`config.mk`:
```
export PLATFORM = sky130hd
export DESIGN_NAME = game_ctrl
export DESIGN_NICKNAME = d
export VERILOG_FILES = /design/src/rtl/game_ctrl.sv
export SDC_FILE = /design/constraint.sdc
export NUM_CORES = 1
export LEC_CHECK = 0
export ABC_AREA = 1
export BUFFER_PORTS_ARGS = -buffer_cell sky130_fd_sc_hd__buf_4
export CAP_MARGIN = 0
export CORE_ASPECT_RATIO = 2
export CORE_UTILIZATION = 65
export CTS_CLUSTER_DIAMETER = 80
export CTS_CLUSTER_SIZE = 25
export DETAILED_ROUTE_END_ITERATION = 16
export HOLD_SLACK_MARGIN = 0.15
export PLACE_DENSITY = 0.82
export SLEW_MARGIN = 20
export SYNTH_ARGS = -nofsm -noshare
export SYNTH_HDL_FRONTEND = slang
export SYNTH_SLANG_ARGS = --single-unit
export TNS_END_PERCENT = 30
```
`constraint.sdc`:
```
create_clock -name clk -period 2.95 [get_ports clk]
set_input_delay 0.1475 -clock clk [delete_from_list [all_inputs] [get_ports clk]]
set_output_delay 0.1475 -clock clk [all_outputs]
set_load 0.005 [all_outputs]
```
`src/rtl/game_ctrl.sv`:
```
// game_ctrl: debounces the direction buttons, sequences menu/play/over and paces step requests.
// Define GAME_CTRL_SPEEDUP_EN to shorten the step period as the score grows.
module game_ctrl #(
    parameter int unsigned DEB_CYCLES  = 1_000_000,
    parameter int unsigned MOVE_PERIOD = 10_000_000,
    parameter int unsigned MIN_PERIOD  = 2_000_000,
    parameter int unsigned SPEED_STEP  = 500_000
) (
    input  logic       clk,
    input  logic       reset,
    input  logic       up,
    input  logic       down,
    input  logic       left,
    input  logic       right,
    input  logic       step_ack,
    input  logic       collide,
    input  logic       ate,
    output logic [1:0] game_mode,
    output logic [1:0] choice,
    output logic [3:0] board_w,
    output logic [1:0] dir,
    output logic       start,
    output logic       step_req,
    output logic [7:0] score
);
    localparam int DEB_W = $clog2(DEB_CYCLES + 1);
    localparam logic [DEB_W-1:0] DEB_MAX = DEB_W'(DEB_CYCLES);

    localparam logic [1:0] DIR_RIGHT = 2'b00;
    localparam logic [1:0] DIR_LEFT  = 2'b01;
    localparam logic [1:0] DIR_UP    = 2'b10;
    localparam logic [1:0] DIR_DOWN  = 2'b11;

    typedef enum logic [1:0] {
        MENU = 2'b00,
        PLAY = 2'b01,
        OVER = 2'b10
    } mode_t;

    function automatic logic is_reversal(input logic [1:0] want, input logic [1:0] heading);
        return want == {heading[1], ~heading[0]};
    endfunction

    function automatic logic [3:0] width_of(input logic [1:0] sel);
        case (sel)
            2'd0:    return 4'd6;
            2'd1:    return 4'd8;
            default: return 4'd10;
        endcase
    endfunction

    // Button index: 0 up, 1 down, 2 left, 3 right (also the event priority order)
    logic [3:0]       raw;
    logic [DEB_W-1:0] deb_cnt [4];
    logic [3:0]       deb_lvl;
    logic [3:0]       deb_q;
    logic [3:0]       press;
    logic             ev_vld;
    logic [1:0]       ev_dir;

    assign raw = {right, left, down, up};

    always_ff @(posedge clk) begin
        if (reset) begin
            for (int i = 0; i < 4; i++) deb_cnt[i] <= '0;
            deb_q <= '0;
        end else begin
            for (int i = 0; i < 4; i++) begin
                if (!raw[i])
                    deb_cnt[i] <= '0;
                else if (deb_cnt[i] != DEB_MAX)
                    deb_cnt[i] <= deb_cnt[i] + 1'b1;
            end
            deb_q <= deb_lvl;
        end
    end

    always_comb begin
        deb_lvl = '0;
        for (int i = 0; i < 4; i++) deb_lvl[i] = (deb_cnt[i] == DEB_MAX);
    end

    assign press = deb_lvl & ~deb_q;

    always_comb begin
        ev_vld = 1'b1;
        ev_dir = DIR_UP;
        if (press[0])      ev_dir = DIR_UP;
        else if (press[1]) ev_dir = DIR_DOWN;
        else if (press[2]) ev_dir = DIR_LEFT;
        else if (press[3]) ev_dir = DIR_RIGHT;
        else               ev_vld = 1'b0;
    end

    mode_t       mode_q,     mode_d;
    logic [1:0]  choice_q,   choice_d;
    logic [3:0]  board_w_q,  board_w_d;
    logic [1:0]  dir_q,      dir_d;
    logic [1:0]  last_dir_q, last_dir_d;
    logic        pend_vld_q, pend_vld_d;
    logic [1:0]  pend_dir_q, pend_dir_d;
    logic        start_q,    start_d;
    logic        step_req_q, step_req_d;
    logic [7:0]  score_q,    score_d;
    logic [31:0] move_cnt_q, move_cnt_d;
    logic [31:0] period;
    logic [31:0] period_m1;

`ifdef GAME_CTRL_SPEEDUP_EN
    logic [39:0] reduction;

    // Subtraction clamps at zero before the floor is applied
    always_comb begin
        reduction = 40'(score_q) * 40'(SPEED_STEP);
        if (reduction >= 40'(MOVE_PERIOD))
            period = 32'd0;
        else
            period = MOVE_PERIOD - reduction[31:0];
        if (period < MIN_PERIOD)
            period = MIN_PERIOD;
    end
`else
    assign period = MOVE_PERIOD;
`endif

    assign period_m1 = (period == 32'd0) ? 32'd0 : period - 32'd1;

    always_ff @(posedge clk) begin
        if (reset) begin
            mode_q     <= MENU;
            choice_q   <= 2'd0;
            board_w_q  <= 4'd10;
            dir_q      <= DIR_RIGHT;
            last_dir_q <= DIR_RIGHT;
            pend_vld_q <= 1'b0;
            pend_dir_q <= DIR_RIGHT;
            start_q    <= 1'b0;
            step_req_q <= 1'b0;
            score_q    <= 8'd0;
            move_cnt_q <= 32'd0;
        end else begin
            mode_q     <= mode_d;
            choice_q   <= choice_d;
            board_w_q  <= board_w_d;
            dir_q      <= dir_d;
            last_dir_q <= last_dir_d;
            pend_vld_q <= pend_vld_d;
            pend_dir_q <= pend_dir_d;
            start_q    <= start_d;
            step_req_q <= step_req_d;
            score_q    <= score_d;
            move_cnt_q <= move_cnt_d;
        end
    end

    always_comb begin
        mode_d     = mode_q;
        choice_d   = choice_q;
        board_w_d  = board_w_q;
        dir_d      = dir_q;
        last_dir_d = last_dir_q;
        pend_vld_d = pend_vld_q;
        pend_dir_d = pend_dir_q;
        start_d    = 1'b0;
        step_req_d = step_req_q;
        score_d    = score_q;
        move_cnt_d = move_cnt_q;

        case (mode_q)
            MENU: begin
                if (ev_vld) begin
                    case (ev_dir)
                        DIR_LEFT:  if (choice_q != 2'd0) choice_d = choice_q - 2'd1;
                        DIR_RIGHT: if (choice_q != 2'd2) choice_d = choice_q + 2'd1;
                        DIR_UP: begin
                            board_w_d  = width_of(choice_q);
                            dir_d      = DIR_RIGHT;
                            last_dir_d = DIR_RIGHT;
                            pend_vld_d = 1'b0;
                            score_d    = 8'd0;
                            move_cnt_d = 32'd0;
                            step_req_d = 1'b0;
                            start_d    = 1'b1;
                            mode_d     = PLAY;
                        end
                        default: ;
                    endcase
                end
            end

            PLAY: begin
                if (step_req_q) begin
                    if (step_ack) begin
                        step_req_d = 1'b0;
                        move_cnt_d = 32'd0;
                        last_dir_d = dir_q;
                        pend_vld_d = 1'b0;
                        if (collide) begin
                            mode_d = OVER;
                        end else begin
                            if (ate && score_q != 8'hFF) score_d = score_q + 8'd1;
                            // An event arriving with the ack is the newest one and overrides the slot
                            if (ev_vld) begin
                                if (!is_reversal(ev_dir, dir_q)) dir_d = ev_dir;
                            end else if (pend_vld_q && !is_reversal(pend_dir_q, dir_q)) begin
                                dir_d = pend_dir_q;
                            end
                        end
                    end else if (ev_vld) begin
                        pend_vld_d = 1'b1;
                        pend_dir_d = ev_dir;
                    end
                end else begin
                    if (ev_vld && !is_reversal(ev_dir, last_dir_q)) dir_d = ev_dir;
                    // The start cycle itself does not count toward the first period
                    if (!start_q) begin
                        if (move_cnt_q == period_m1)
                            step_req_d = 1'b1;
                        else
                            move_cnt_d = move_cnt_q + 32'd1;
                    end
                end
            end

            OVER: begin
                if (ev_vld) begin
                    mode_d   = MENU;
                    choice_d = 2'd0;
                end
            end

            default: mode_d = MENU;
        endcase
    end

    assign game_mode = mode_q;
    assign choice    = choice_q;
    assign board_w   = board_w_q;
    assign dir       = dir_q;
    assign start     = start_q;
    assign step_req  = step_req_q;
    assign score     = score_q;

endmodule

```
==> key figures, run 1 <==
Outcome
  • Status: complete, no violations

Drt
  • Vias: 7239
  • Total Wirelength: around 19 mm
  • DRC viols: 0
  • Drt initial violations: ~410
  • Mean routed wirelength per cell: approximately 15 µm
  • Vias per std cell: between 5 and 6
  • First-pass iteration count of the detailed router: 5
  • Routed Antenna Nets: 0

Place
  • Place WS: 490.5 ps
  • Post-Place Cells: approximately 1.2k
  • HPWL Detailed: approximately 14 mm
  • Final GP Congestion: ~0.93
  • Buffers on Ports: 27

Clock tree
  • Root buffer cell: clkbuf_16
  • Num Clock Sinks: 140
  • Clock Latency Late Sink: approximately 420 ps
  • Clk buf depth: 2
  • H-tree levels: 4
  • CTS buffer count: 17
  • Clock slew at reported path FFs: roughly 60 ps
  • CTS tree: yes
  • Post-CTS setup repair buffer count: 0

Floorplanning
  • Core area: 12120 µm²
  • Die Width: a little over 80 µm
  • Top-level I/O count: 29
  • Row Count: 57
  • Die Area: roughly 13000 µm²
  • Die Ht: between 150 and 200 µm
  • Initial Util: 66.80%

Power and ir drop
  • Peak supply drop: 382.3 µV
  • P_leak: 3.319 nW
  • Pwr Density: ~450 nW/µm²

STA
  • Setup_tns: 0 ps
  • RSZ-0062 raised after global routing: no
  • Final slew viol count: 0
  • Fin. Hold Viols: 0
  • Worst Max-Slew Pin Slew: approximately 910 ps
  • Clk_skew: ~6.8 ps
  • Final setup fails: 0
  • Max frequency: 402.0 MHz
  • Post-route clock period utilization: about 84%
  • Worst setup margin: 462.1 ps
  • Crit path time final: about 2500 ps
  • Slew headroom: 39.05%

Global routing
  • Vias in the first global route: ~7.0k
  • Initial antenna violation count: 0
  • Grt total ovfl: 0
  • First-pass GRT wire length: a little over 30 mm
  • Largest net degree at the start of global routing: 27
  • Tot GR Track Use: between 30% and 40%

Cells and area
  • P&R area growth vs syn: 11.22%
  • Commonest cells after routing, fill and taps aside: nand2_1, nor2_1, inv_1
  • Share of cells above drive strength 1: 9.946%
  • Final nets: approximately 1.1k
  • Antenna Cells: 0
  • Most common cell after layout, fill and taps aside: nand2_1
  • Fin cells: 1263

Synth
  • Post-synthesis mux area share: 0%
  • Syn nets: between 1k and 1.5k
  • Warnings, synthesis: 0
  • Simple-gate share of the synthesized area: 32.50%
  • Ys async rst share: 0%
  • Post-Synth Adder-Cell Area: under 10%
  • Flops & latches, synth: 140
  • Post-Synthesis Cells: 1065
  • Register area share after synthesis: about 44%
  • Post-synth EDFFs: 80
  • Compound-Gate Fraction of Synth Area: 10.43%
  • Yosys cell types: 45
  • Main combinational cell family by area after synthesis: simple AND/OR/NAND/NOR gates
  • Mean post-synth cell area: between 7 and 8 µm²
  • Mapped Area: roughly 8100 µm²
  • Synth Area in XOR/XNOR: under 10%
  • Ys flop type: edfxtp_1

Setup path
  • FF-to-FF setup slack: between 400 and 500 ps
  • Crit-path max FO: 20
  • Crit path DAT: around 2800 ps
  • R2R Path Start: deb_cnt[0][0]$_SDFFCE_PN0P_
  • Worst EP required: roughly 3300 ps
  • Reg2reg end: move_cnt_q[5]$_SDFFE_PP0P_
  • CP Capture Type: register
  • Crit Path Class: register to register
  • Crit. Startpoint: deb_cnt[0][0]$_SDFFCE_PN0P_
  • Startpoint types: register
  • FF-to-FF path depth: 12
  • Worst Setup EP: move_cnt_q[5]$_SDFFE_PP0P_

Worst hold path
  • Type of the most critical hold path: input pin to register

Flow run
  • Max-cap violation count: 0
[sequential cells by signal, indices dropped and copies added, names as in the netlist]
register,cells
last_dir_q,2
pend_dir_q,2
board_w,3
move_cnt_q,32
choice,2
game_mode,2
start,1
deb_q,4
dir,2
step_req,1
deb_cnt,80
score,8
pend_vld_q,1
[Yosys cell counts (2+ instances only)]
cell | number | area, µm²
a211oi_1 | 4 | 30.03
a21oi_1 | 77 | 385.4
a31oi_1 | 6 | 37.54
buf_1 | 2 | 7.510
buf_2 | 4 | 20.02
buf_4 | 2 | 15.01
buf_6 | 2 | 22.52
clkbuf_1 | 8 | 30.03
dfxtp_1 | 60 | 1201
edfxtp_1 | 80 | 2402
ha_1 | 14 | 175.2
inv_1 | 140 | 525.5
inv_2 | 6 | 22.52
inv_4 | 2 | 12.51
nand2_1 | 194 | 728.2
nand2_2 | 5 | 31.28
nand3_1 | 77 | 385.4
nand3_2 | 3 | 30.03
nand4_1 | 35 | 219.0
nor2_1 | 170 | 638.1
nor2_2 | 9 | 56.30
nor2_4 | 6 | 67.56
nor3_1 | 40 | 200.2
nor3_2 | 7 | 70.07
nor3b_1 | 8 | 60.06
nor4_1 | 9 | 56.30
nor4_2 | 2 | 25.02
o211ai_1 | 3 | 22.52
o21a_1 | 8 | 60.06
o21ai_0 | 41 | 205.2
o21ai_1 | 5 | 25.02
or2_2 | 4 | 25.02
xnor2_1 | 8 | 70.07
xor2_1 | 13 | 113.9
[metal layers]
layer	GRT usage [%]	part of all wire, %	vias to the layer above
li1	-	-	3638
met1	31.58	37	3317
met2	58.40	55	207
met3	5.314	4.1	77
met4	15.10	4.0	0
met5	0	0	-
[stage by stage]
step	cell area (µm²)	util, %	hold WS [ps]	total power [mW]
floorplan	8099	-	379.0	2.147
global placement	8443	69.64	451.6	2.178
detailed placement	8443	69.64	468.4	2.180
CTS	9007	74.29	266.1	4.102
global route	9007	74.29	288.7	4.193
finish	9007	74.29	268.6	4.093
[cells by family (layout without fill, tap and decap cells)]
family	after synthesis	after routing
simple gates	572	572
buf+inv	166	217
compound gates	151	151
flops	140	140
xor+xnor	21	21
fa+ha+maj	14	14
other cells	1	1
[worst max-delay path: stages, from the launching register on]
cell and delay [ps]:
edfxtp_1 440, inv_1 90, ha_1 140, nand3_1 100, nor2_1 210, nand4_4 150, nand2_1 160, nand2_2 90
a21oi_4 480, buf_4 260, nand2_1 70, o21ai_1 130, a21oi_1 50
[timing repair]
action                                 4_1_cts  5_1_grt
resized for setup                            0        0
endpoints found under the hold margin       15        0
hold buffers                                 3        0
[layout make-up]
class	instances	area, µm²
clock buffer	18	429.2
clock inverter	14	105.1
fill	981	3117
inverter	148	560.5
multi-input combinational	759	3840
sequential	140	3603
tap	147	183.9
timing repair buffer	37	285.3
[how the worst min path moves through the flow]
stage                            start                          end  slack [ps]  cells past startpoint
4_1_cts                          right  deb_cnt[3][0]$_SDFFCE_PN0P_         270                      4
3_3_place_gp   pend_vld_q$_SDFFE_PP0P_      pend_vld_q$_SDFFE_PP0P_         450                      2
2_1_floorplan                  collide    game_mode[0]$_SDFFE_PP0P_         380                      3
3_5_place_dp   pend_vld_q$_SDFFE_PP0P_      pend_vld_q$_SDFFE_PP0P_         470                      2
5_1_grt                           left  deb_cnt[2][5]$_SDFFCE_PN0P_         290                      4
6_report                          left  deb_cnt[2][5]$_SDFFCE_PN0P_         270                      4
[power breakdown]
part | switching (mW) | total, mW | internal (mW)
Sequential | 0.00542 | 2.05 | 2.05
Combinational | 0.0583 | 0.0872 | 0.0289
Clock | 0.812 | 1.95 | 1.14
(Power assumes the default switching activity.)
==> inputs of run 2 (changes only) <==
Settings changed: ABC_AREA 1 to 0, CORE_UTILIZATION 65 to 56, PLACE_DENSITY 0.82 to 0.75.
Clock period 2.95 ns to 2.1 ns, I/O delays scaled along.
==> run 2 against run 1 <==
Compared with the run above: the flow now finishes with violations (setup timing); via count down 1.8%; sequential power up 40%; sequential cell count unchanged; clock skew up 6.3 ps; combinational power up 89%; die area up 6.8%.
==> key figures, run 2 <==
Flow run
  • Max-cap violation count: 0 (unchanged)

STA
  • Setup_tns: -34650 ps (-34650 ps)
  • Slew headroom: 32.04% (-7.0 points)
  • RSZ-0062 raised after global routing: yes
  • Final setup fails: 135 (+135)
  • Final slew viol count: 0 (unchanged)
  • Clk_skew: 13.07 ps (+6.279 ps)
  • Fin. Hold Viols: 0 (unchanged)
  • Post-route clock period utilization: 145.5% (+61 points)
  • Worst setup margin: -955.8 ps (-1418 ps)
  • Crit path time final: 3056 ps (+568.0 ps)
  • Max frequency: 327.2 MHz (-19%)
  • Worst Max-Slew Pin Slew: 1017 ps (+105.1 ps)
  • Hold Slack: 285.9 ps (+17.36 ps)

Cells and area
  • Multi-input gate area: 4305 µm² (+12%)
  • Fin cells: 1172 (-7.2%)
  • Most common cell after layout, fill and taps aside: buf_4
  • Final Util: 81.51% (+7.2 points)
  • P&R area growth vs syn: 41.87%
  • Commonest cells after routing, fill and taps aside: buf_4, nor2_1, edfxtp_1
  • Register area: 3603 µm² (unchanged)
  • Share of cells above drive strength 1: 35.98% (+26 points)
  • Final nets: 1030 (-8.5%)
  • Filler instances: 695 (-29%)
  • Largest register FFs: 80 (unchanged)
  • Antenna Cells: 0 (unchanged)
  • Biggest register: deb_cnt

Clock tree
  • CTS buffer count: 17 (unchanged)
  • Root buffer cell: clkbuf_16
  • Clock Latency Late Sink: 430 ps (about the same)
  • H-tree levels: 4 (unchanged)
  • Clock slew at reported path FFs: 60 ps (about the same)
  • CTS tree: yes
  • Clk buf depth: 2 (unchanged)
  • Num Clock Sinks: 140 (unchanged)

Synth
  • Warnings, synthesis: 0 (unchanged)
  • Yosys top cell area share: 32.18% (+2.5 points)
  • Mapped Area: 7465 µm² (-7.8%)
  • Post-Synthesis Cells: 778 (-27%)
  • Post-synth EDFFs: 80 (unchanged)
  • Synth cell count leaders: nor2_1, edfxtp_1, xor2_1, nand2_1, dfxtp_1
  • Mean post-synth cell area: 9.595 µm² (+26%)
  • Most frequent cell after synthesis: nor2_1
  • Area contributors post-synth: edfxtp_1, dfxtp_1, xor2_1, nor2_1, xnor2_1
  • Area leader, netlist: edfxtp_1
  • Yosys cell types: 60 (+33%)
  • Register area share after synthesis: 48.27% (+3.8 points)
  • Ys async rst share: 0% (unchanged)
  • Flops & latches, synth: 140 (unchanged)
  • Ys flop type: edfxtp_1
  • Syn nets: 801 (-26%)

Setup path
  • Cell family with most CP delay: simple AND/OR/NAND/NOR gates
  • Reg2reg end: dir[1]$_SDFFE_PP0P_
  • R2R Path Start: deb_cnt[3][1]$_SDFFCE_PN0P_
  • Crit path DAT: 3370 ps (+570 ps)
  • CP Capture Type: register
  • Worst EP required: 2410 ps (-850 ps)
  • Crit. Startpoint: deb_cnt[3][1]$_SDFFCE_PN0P_
  • Cells along the critical path: inv_1 > ha_2 > or4b_4 > or3_1 > or3_4 > a211oi_4 > xor2_1 > and3_1 > o31ai_2 > mux2_4
  • CP peak stage delay: 450 ps (-30 ps)
  • FF-to-FF setup slack: -960 ps (-1420 ps)
  • CP max-delay cell: or4b_4
  • Crit Path Class: register to register
  • Bufs and invs on worst path: 1 (-1)
  • Startpoint types: register
  • Crit-path max FO: 3 (-85%)
  • Crit path depth: 10 (-2)
  • FF-to-FF path depth: 10 (-2)

Power and ir drop
  • NetSw: 1.325 mW (+51%)
  • P_leak: 4.323 nW (+30%)
  • Clk pwr share: 48.8% (+1.1 points)
  • Peak supply drop: 718.6 µV (+88%)
  • Combinational power share: 2.8% (+0.7 points)
  • Power Total: 5.950 mW (+45%)
  • Pwr Density: 561.8 nW/µm² (+24%)
  • Flop pwr share: 48.4% (-1.8 points)
  • Internal: 4.625 mW (+44%)
  • Sw Share: 22.27% (+0.88 points)

Floorplanning
  • Die Width: 83.64 µm (+3.3%)
  • Die Area: 13820 µm² (+6.8%)
  • Top-level I/O count: 29 (unchanged)
  • Die Ht: 165.3 µm (+3.4%)
  • Initial Util: 57.45% (-9.3 points)
  • Row Count: 59 (+3.5%)
  • Core area: 12990 µm² (+7.2%)

Place
  • HPWL Detailed: 13.81 mm (-2.3%)
  • Final GP Congestion: 0.8469 (-8.9%)
  • Buffers on Ports: 27 (unchanged)
  • Post-Place Cells: 1103 (-10%)

Worst hold path
  • Hold Startpoint: left
  • Type of the most critical hold path: input pin to register
  • Worst Hold Depth: 3 (-1)
  • Worst Hold Endpoint: deb_cnt[2][1]$_SDFFCE_PN0P_

Drt
  • Mean routed wirelength per cell: 19.87 µm (+32%)
  • DRC viols: 0 (unchanged)
  • Vias: 7108 (-1.8%)
  • First-pass iteration count of the detailed router: 5 (unchanged)
  • Vias per std cell: 6.065 (+5.8%)
  • Routed Antenna Nets: 0 (unchanged)
  • Drt initial violations: 433 (+4.8%)
  • Total Wirelength: 23.29 mm (+22%)

Global routing
  • Tot GR Track Use: 32.63% (+1.5 points)
  • Largest net degree at the start of global routing: 37 (+37%)
  • First-pass GRT wire length: 35.27 mm (+13%)
  • Grt total ovfl: 0 (unchanged)
  • Initial antenna violation count: 0 (unchanged)
  • Vias in the first global route: 7443 (+6.0%)

Outcome
  • Status: complete, but fails checks
  • Failing checks: setup timing
[run 2: cell types whose count changed after synthesis, moves of 12 or more]
cell / before / now
o21ai_0: 41 / 17
nor2b_1: 0 / 13
nand3_1: 77 / 48
xnor2_1: 8 / 28
nand2b_1: 0 / 12
nand2_1: 194 / 64
a21oi_1: 77 / 23
nor3_1: 40 / 18
inv_1: 140 / 20
or3_1: 0 / 16
nand4_1: 35 / 19
and3_1: 1 / 35
nor2_1: 170 / 121
xor2_1: 13 / 73
[run 2: per-stage QoR]
stage | area, µm² | worst slack (ps)
finish | 10590 | -955.8
global route | 10590 | -989.8
CTS | 10290 | -921.7
detailed placement | 9119 | -999.0
global placement | 9119 | -842.2
floorplan | 7537 | -793.7
[run 2: layout make-up]
class,instances,area share [%]
multi-input combinational,602,40.65
sequential,140,34.03
timing repair buffer,226,17.52
clock buffer,23,4.714
tap,152,1.796
inverter,20,0.7089
clock inverter,9,0.5789
[run 2: cells by family after synthesis]
group | after synthesis | share of synthesized area, %
multiplexers | 9 | 1.324
AO/OA/AOI/OAI | 58 | 4.962
buffers and inverters | 40 | 2.129
adder cells (fa/ha/maj) | 14 | 2.347
AND/OR/NAND/NOR | 415 | 29.06
flip-flops | 140 | 48.27
XOR/XNOR | 101 | 11.85
other | 1 | 0.05024
[run 2: repair_timing]
item | CTS | global route
gates cloned | 3 | 2
buffers inserted | 21 | 10
hold endpoints to repair | 16 | 0
gates resized for setup | 96 | 54
endpoints found under the setup margin | 192 | 213
hold buffers | 3 | 0
pin swaps | 54 | 25
[run 2: worst max path at each step]
stage                        endpoint  slack [ps]
2_1_floorplan     dir[1]$_SDFFE_PP0P_        -790
3_3_place_gp      dir[1]$_SDFFE_PP0P_        -840
3_5_place_dp   choice[0]$_SDFFE_PP0P_       -1000
4_1_cts           dir[1]$_SDFFE_PP0P_        -920
5_1_grt           dir[1]$_SDFFE_PP0P_        -990
6_report          dir[1]$_SDFFE_PP0P_        -960
[run 2: layer usage]
metal  track usage, %  vias to the layer above  part of all wire [%]
met5                0                        -                     0
met4            21.65                        0                   6.8
met3            7.157                      136                   4.5
met2            61.94                      336                    55
met1            30.95                     3422                    34
li1                 -                     3214                     -
[run 2: power groups by stage]
| stage | Sequential [mW] | Clock [mW] | Combinational, mW |
|---|---|---|---|
| global placement | 2.94 | 0 | 0.124 |
| CTS | 2.88 | 2.86 | 0.150 |
| floorplan | 2.94 | 0 | 0.0656 |
| global route | 2.88 | 3.02 | 0.174 |
| finish | 2.88 | 2.90 | 0.165 |
| detailed placement | 2.94 | 0 | 0.128 |
[run 2: worst register-to-register path: stages, from the launching register on]
cell and delay (ps):
edfxtp_1 400, inv_1 80, ha_2 150, or4b_4 450, or3_1 330, or3_4 350
a211oi_4 270, xor2_1 150, and3_1 220, o31ai_2 220, mux2_4 320
==> inputs of run 3 (changes only) <==
Settings changed: CORE_UTILIZATION 56 to 30, PLACE_DENSITY 0.75 to 0.45.
==> run 3 against run 2 <==
Compared with the run above: the flow still finishes with violations (setup timing); highest routed layer unchanged; combinational power increased by 13%; cell area rose by 2.9%; sequential cell count unchanged; sequential share of layout area is 0.95 points lower; clock power is 1% lower; via count shrank 8.8%; first-iteration DRC count fell by 43%; global-route usage down 16 points; hold slack worse by 65 ps; die area up 85%; clock skew is 0.82 ps higher.
==> key figures, run 3 (synthesized netlist as in run 2, its figures left out) <==
Power and ir drop
  • Internal: 4.654 mW (+0.63%)
  • NetSw: 1.269 mW (-4.2%)
  • Flop pwr share: 48.7% (+0.3 points)
  • Peak supply drop: 491.8 µV (-32%)
  • P_leak: 4.445 nW (+2.8%)
  • Clk pwr share: 48.2% (-0.6 points)
  • Pwr Density: 543.8 nW/µm² (-3.2%)
  • Combinational power share: 3.1% (+0.3 points)
  • Sw Share: 21.42% (-0.85 points)
  • Power Total: 5.923 mW (-0.45%)

Floorplanning
  • Die Ht: 225.1 µm (+36%)
  • Core area: 24420 µm² (+88%)
  • Top-level I/O count: 29 (unchanged)
  • Initial Util: 30.56% (-27 points)
  • Die Width: 113.5 µm (+36%)
  • Die Area: 25560 µm² (+85%)
  • Row Count: 81 (+37%)

Cells and area
  • Fin cells: 1371 (+17%)
  • Antenna Cells: 0 (unchanged)
  • P&R area growth vs syn: 45.93%
  • Biggest register: deb_cnt
  • Share of cells above drive strength 1: 35.61% (-0.37 points)
  • Final Util: 44.60% (-37 points)
  • Most common cell after layout, fill and taps aside: buf_4
  • Final Cell Area: 10890 µm² (+2.9%)
  • Largest register FFs: 80 (unchanged)
  • Final nets: 1050 (+1.9%)
  • Commonest cells after routing, fill and taps aside: buf_4, nor2_1, edfxtp_1

Place
  • Final GP Congestion: 0.7592 (-10%)
  • Placement Cell Area: 9449 µm² (+3.6%)
  • HPWL Detailed: 14.60 mm (+5.7%)
  • Post-Place Cells: 1302 (+18%)
  • Buffers on Ports: 27 (unchanged)

Worst hold path
  • Type of the most critical hold path: input pin to register
  • Hold Startpoint: up

Drt
  • Met2 WL post-DR: 12.00 mm (-6.3%)
  • Total Wirelength: 20.56 mm (-12%)
  • First-pass iteration count of the detailed router: 4 (-1)
  • Drt initial violations: 248 (-43%)
  • DRC viols: 0 (unchanged)
  • Met3 WL post-DR: 378 µm (-64%)
  • Post-Route M1 WL: 7.754 mm (-1.3%)
  • Vias per std cell: 4.728 (-22%)
  • Vias: 6482 (-8.8%)
  • Max Used Layer: met4
  • Mean routed wirelength per cell: 15.00 µm (-25%)
  • Routed Antenna Nets: 0 (unchanged)

Clock tree
  • CTS buffer count: 17 (unchanged)
  • Clock slew at reported path FFs: 60 ps (about the same)
  • Num Clock Sinks: 140 (unchanged)
  • Clk buf depth: 2 (unchanged)
  • Root buffer cell: clkbuf_16
  • Clock Latency Late Sink: 440 ps (about the same)
  • CTS tree: yes
  • H-tree levels: 4 (unchanged)

Global routing
  • Initial antenna violation count: 0 (unchanged)
  • Tot GR Track Use: 16.98% (-16 points)
  • Grt total ovfl: 0 (unchanged)
  • Largest net degree at the start of global routing: 25 (-32%)
  • First-pass GRT wire length: 32.88 mm (-6.8%)
  • Vias in the first global route: 6643 (-11%)

STA
  • Max frequency: 336.5 MHz (+2.8%)
  • Slew headroom: 10.41% (-22 points)
  • Final setup fails: 132 (-2.2%)
  • Crit path time final: 2972 ps (-83.65 ps)
  • Post-route clock period utilization: 141.5% (-4.0 points)
  • Worst Max-Slew Pin Slew: 1341 ps (+323.8 ps)
  • Final slew viol count: 0 (unchanged)
  • Worst setup margin: -872.2 ps (+83.65 ps)
  • Clk_skew: 13.89 ps (+0.8220 ps)
  • Fin. Hold Viols: 0 (unchanged)
  • RSZ-0062 raised after global routing: yes

Setup path
  • Crit. Startpoint: deb_cnt[3][0]$_SDFFCE_PN0P_
  • Crit-path max FO: 3 (unchanged)
  • Crit path DAT: 3300 ps (-70 ps)
  • Crit Path Class: register to register
  • Worst EP required: 2430 ps (+20 ps)
  • Startpoint types: register
  • R2R Path Start: deb_cnt[3][0]$_SDFFCE_PN0P_
  • CP Capture Type: register

Flow run
  • Max-cap violation count: 0 (unchanged)

Outcome
  • Status: complete, but fails checks
  • Failing checks: setup timing
## run 3: changes by cell type in the layout (fill, tap and decap cells not counted), moves of 4 or more
cell / change
a21oi_2: +4
and3_1: +5
and3_4: -5
buf_4: +18
## run 3: metrics by stage
| stage | hold slack (ps) | setup slack (ps) | setup TNS, ps |
|---|---|---|---|
| floorplan | 303.5 | -793.7 | -27650 |
| global placement | 473.1 | -912.4 | -44510 |
| detailed placement | 466.2 | -991.1 | -47190 |
| CTS | 191.4 | -917.9 | -32160 |
| global route | 213.4 | -1004 | -46290 |
| finish | 220.8 | -872.2 | -28110 |
## run 3: final timing paths
path | slack (ps) | cells past startpoint | endpoint
worst min register to register | 490 | 2 | pend_dir_q[1]$_SDFFE_PP0P_
worst max-delay path | -870 | 10 | dir[1]$_SDFFE_PP0P_
worst min-delay path | 220 | 3 | deb_cnt[0][1]$_SDFFCE_PN0P_
worst max register to register | -870 | 10 | dir[1]$_SDFFE_PP0P_
## run 3: power groups by stage
stage | sequential [mW] | combinational [mW] | clock [mW]
floorplan | 2.94 | 0.0656 | 0
global placement | 2.94 | 0.135 | 0
detailed placement | 2.94 | 0.135 | 0
CTS | 2.88 | 0.185 | 2.95
global route | 2.88 | 0.202 | 3.06
finish | 2.88 | 0.186 | 2.86
## run 3: layout make-up
type	count	area (µm²)
Timing Repair Buffer	245	2014
Fill cell	2397	13530
Sequential cell	140	3603
Tap cell	332	415.4
Clock inverter	6	35.03
Inverter	20	75.07
Clock buffer	25	516.7
Multi-Input combinational cell	603	4233
## run 3: critical path, cell delays in order, from the launching register on
cell and delay [ps]:
edfxtp_1 380, inv_1 70, ha_1 130, or4b_4 460, or3_4 330, or3_4 360
a211oi_4 260, xor2_1 110, and3_1 180, o31ai_2 260, mux2_4 320
## run 3: repair_timing
action / CTS / global route
gates cloned: 7 / 3
setup endpoints to repair: 174 / 203
hold buffers: 3 / 0
buffers inserted: 20 / 9
gates resized for setup: 81 / 49
hold endpoints to repair: 12 / 0
pin swaps: 53 / 41
## run 3: routing by layer
layer / GRT usage (%) / vias up
met5: 0 / -
met4: 7.088 / 0
met3: 3.281 / 28
met2: 34.15 / 53
met1: 16.19 / 3146
li1: - / 3255
